## src/rtl/simple_nco.sv

```systemverilog
// Per-voice NCO: wavetable address advancing once every div_q cycles, wrapping at 2^ADDR_W.
// Optional macro SIMPLE_NCO_RESYNC_EN restarts the prescaler whenever the divider changes.
module simple_nco #(
   parameter int unsigned D_W    = 16,
   parameter int unsigned ADDR_W = 8
) (
   input  logic              sys_clk,
   input  logic              sys_rst_n,
   input  logic [D_W-1:0]    nco_div,
   output logic [ADDR_W-1:0] nco_addr,
   output logic              nco_step,
   output logic              nco_wrap
);

   logic [D_W-1:0]    div_q;
   logic [D_W-1:0]    cnt;
   logic [D_W-1:0]    cnt_d;
   logic [ADDR_W-1:0] addr;
   logic [ADDR_W-1:0] addr_d;
   logic              step_q;
   logic              step_d;
   logic              wrap_q;
   logic              wrap_d;
   logic              resync;

   always_comb begin
`ifdef SIMPLE_NCO_RESYNC_EN
      resync = (nco_div != div_q);
`else
      resync = 1'b0;
`endif
   end

   // >= rather than == so a divider drop below the current count steps at once.
   always_comb begin
      cnt_d  = cnt;
      addr_d = addr;
      step_d = 1'b0;
      wrap_d = 1'b0;
      if (resync) begin
         cnt_d = '0;
      end else if (div_q == '0) begin
         cnt_d = '0;
      end else if (cnt >= div_q - D_W'(1)) begin
         cnt_d  = '0;
         addr_d = addr + ADDR_W'(1);
         step_d = 1'b1;
         wrap_d = (addr == '1);
      end else begin
         cnt_d = cnt + D_W'(1);
      end
   end

   always_ff @(posedge sys_clk or negedge sys_rst_n) begin
      if (!sys_rst_n) begin
         div_q  <= '0;
         cnt    <= '0;
         addr   <= '0;
         step_q <= 1'b0;
         wrap_q <= 1'b0;
      end else begin
         div_q  <= nco_div;
         cnt    <= cnt_d;
         addr   <= addr_d;
         step_q <= step_d;
         wrap_q <= wrap_d;
      end
   end

   assign nco_addr = addr;
   assign nco_step = step_q;
   assign nco_wrap = wrap_q;

endmodule

```

## config.mk

```make
export PLATFORM = sky130hd
export DESIGN_NAME = simple_nco
export DESIGN_NICKNAME = d
export VERILOG_FILES = /design/src/rtl/simple_nco.sv
export SDC_FILE = /design/constraint.sdc
export NUM_CORES = 1
export LEC_CHECK = 0
export CORE_MARGIN = 2
export CORE_UTILIZATION = 34
export CTS_CLUSTER_DIAMETER = 200
export DETAILED_ROUTE_END_ITERATION = 12
export GPL_TIMING_DRIVEN = 0
export SYNTH_ARGS = -nofsm -noshare
export SYNTH_HDL_FRONTEND = slang
export SYNTH_SLANG_ARGS = --single-unit
```

## constraint.sdc

```tcl
create_clock -name sys_clk -period 4.6 [get_ports sys_clk]
set_input_delay 0.69 -clock sys_clk [delete_from_list [all_inputs] [get_ports sys_clk]]
set_output_delay 0.69 -clock sys_clk [all_outputs]
set_load 0.005 [all_outputs]
```

==> results.yml <==
drt:
  drt_iter0_drc: 91
  drcViolationCount: 0
  finalWirelength_um: 4060
  vias_per_cell: 4.80
  vias: 1521
  highest_layer: "met4"
  met3WireLength_um: 127
  met1Wirelength_um: 1940
  wl_met2_um: 1930
  antenna_left: 0
  wire_per_inst_um: 12.8
  dr.pass1.iters: 4
synth:
  synth_edf_count: 0
  synth_top_family_by_area: "simple AND/OR/NAND/NOR gates"
  async_flop_share_pct: 100
  avgSynthCellArea_sq_um: 10.7
  synthFlopType: "dfrtp_1"
  synth-seq-cells: 42
  yosys.area.top_type: "dfrtp_1"
  synth_commonest_cells: "dfrtp_1, nor2_1, ha_1"
  synth-simple-area-share_pct: 20.6
  ys_types: 32
  synthCells: 204
  yosys-top-cells-area: "dfrtp_1, ha_1, xnor2_1, xor2_1, nor2_1"
  synth_compound_area_share_pct: 3.62
  yosysMostFrequentCell: "dfrtp_1"
  yosys.area_share.adder_pct: 10.9
  synth_xor_area_share_pct: 13.7
  yosysSeqAreaShare_pct: 48.3
  synth_area_sq_um: 2170
  ys.warnings.count: 0
  synthMuxAreaShare_pct: 0.690
  synth_top_area_share_pct: 48.3
  synth_nets: 241
floorplanning:
  ios: 28
  coreArea_sq_um: 6280
  die-area_sq_um: 7050
  die_h_um: 84.0
  die_w_um: 84.0
  rows: 29
  start_util_pct: 34.6
clocking:
  cts_setup_buffers: 0
  clk_pin_slew_ns: 0.08
  clock-sinks: 42
  cts_max_path_buffers: 2
  cts_hold_buf: 0
  root_buffer: "clkbuf_8"
  clk_latency_ns: 0.29
  htreeDepth: 2
  cts_resized: 0
  cts_tree: "done"
  numCtsBuffers: 5
grt:
  grt_pass1_vias: 1596
  grt.total_usage_pct: 12.5
  grt_pass1_wl_um: 7070
  grt_max_degree: 32
  antenna_found_initial: 0
  grt-ovfl-total: 0
final_layout:
  final_nets: 276
  fin_util_pct: 43.0
  drive_gt1_share_pct: 7.50
  num_antenna_cells: 0
  syn_to_final_growth_pct: 24.1
sta:
  maxSlewViolCount: 0
  relSlewSlack_pct: 41.4
  fmax_mhz: 263
  setup_viol: 0
  rsz0062_at_grt: "false"
  tns_ns: 0
  max_slew.worst_pin.slew_ns: 0.870
  period_needed_ns: 3.80
  hold_violations: 0
  post-route-worst-setup-slack_ns: 0.796
  fin_skew_ns: 0.00852
  finalCritPeriodShare_pct: 82.7
setup_path:
  cp_data_required_time_ns: 4.82
  cp_max_fo: 9
  cp-start-kind: "register"
  cp.arrival_ns: 4.03
  reg2reg_setup_slack_ns: 0.80
  critPathKind: "register to register"
  r2r-start: "div_q[1]"
  crit_path_end_kind: "register"
  worst_r2r_path_depth: 12
  reg2reg_to: "nco_addr[7]"
power:
  ir_worst_vdd_v: 0.000190
  leakagePower_nw: 1.22
  power.density_nw_per_um2: 359
  total_power_mw: 0.968
job:
  maxCapViolations: 0
placed_design:
  place.gp.congestion: 0.759
  port_buffers: 27
  hpwl_um: 3040
  dp_slack_ns: 0.783
worst_hold_path:
  hp-class: "primary input to async pin"
run_status:
  status: "finished clean"
final cells by class:
type / count / area [sq um]
Tap cell: 77 / 96.3
Clock buffer: 6 / 82.6
Inverter: 7 / 26.3
Multi-Input combinational cell: 152 / 1080
Timing Repair Buffer: 28 / 285
Fill cell: 616 / 3580
Buffer: 3 / 20.0
Sequential cell: 42 / 1050
Clock inverter: 2 / 60.1
report_power, final:
group | switching [mW] | leakage, nW | total [mW] | internal, mW
Clock | 0.130 | 0.0714 | 0.362 | 0.232
Sequential | 0.0490 | 0.535 | 0.453 | 0.404
Combinational | 0.0711 | 0.613 | 0.153 | 0.0818
Total | 0.250 | 1.22 | 0.968 | 0.718
worst max-delay path, cell delays in order, from the launching register on:
cell and delay (ns):
dfrtp_1 0.40, nor4_1 0.77, nand2_1 0.26, nor3b_1 0.29, xnor2_1 0.10, ha_1 0.29, nand4_1 0.13, nor3_1 0.33
o311ai_0 0.22, and4_1 0.20, buf_4 0.17, nor4b_1 0.38, xor2_1 0.18
flip-flops by register name, indices dropped and copies added, names as in the netlist:
name	count
nco_addr	8
div_q	16
nco_step	1
nco_wrap	1
cnt	16
cells by family after synthesis:
family / after synthesis
buf+inv: 10
compound gates: 13
fa+ha+maj: 19
flops: 42
mux: 1
simple gates: 85
xor+xnor: 34
routing by layer:
metal / global-route usage (%) / vias up
met5: 0 / -
met4: 4.40 / 0
met3: 2.77 / 5
met2: 20.6 / 26
met1: 16.1 / 721
li1: - / 769
worst max path at each step:
| stage | start | end | slack (ns) | cells past startpoint |
|---|---|---|---|---|
| 2_1_floorplan | div_q[0] | nco_addr[7] | 1.61 | 14 |
| 3_3_place_gp | div_q[1] | nco_addr[7] | 0.81 | 12 |
| 3_5_place_dp | div_q[1] | nco_addr[7] | 0.78 | 12 |
| 4_1_cts | div_q[1] | nco_addr[7] | 0.74 | 12 |
| 5_1_grt | div_q[1] | nco_addr[7] | 0.43 | 12 |
| 6_report | div_q[1] | nco_addr[7] | 0.80 | 12 |
cells in the final DEF (no fill, tap or decap), types with 2 or more instances in the layout:
cell type        count
nor2b_1              4
xor2_1              17
nand2_1             13
nand3_1             10
buf_2                2
nor4_1               3
buf_4                2
nor3b_1              2
and3_1               4
inv_1                7
nand4_1              5
clkbuf_8             6
o21ai_0              3
clkdlybuf4s50_1     26
nor3_1               5
a21oi_1              6
dfrtp_1             42
bufinv_16            2
xnor2_1             17
nor2_1              29
ha_1                19
or4_1                2
per-stage QoR:
stage | instance area (sq um) | std cells | hold WS (ns)
floorplan | 2170 | 204 | 0.394
global placement | 2540 | 308 | 0.471
detailed placement | 2560 | 309 | 0.476
CTS | 2700 | 317 | 0.262
global route | 2700 | 317 | 0.279
finish | 2700 | 317 | 0.266
No activity file was read; power rests on OpenSTA's default activity.
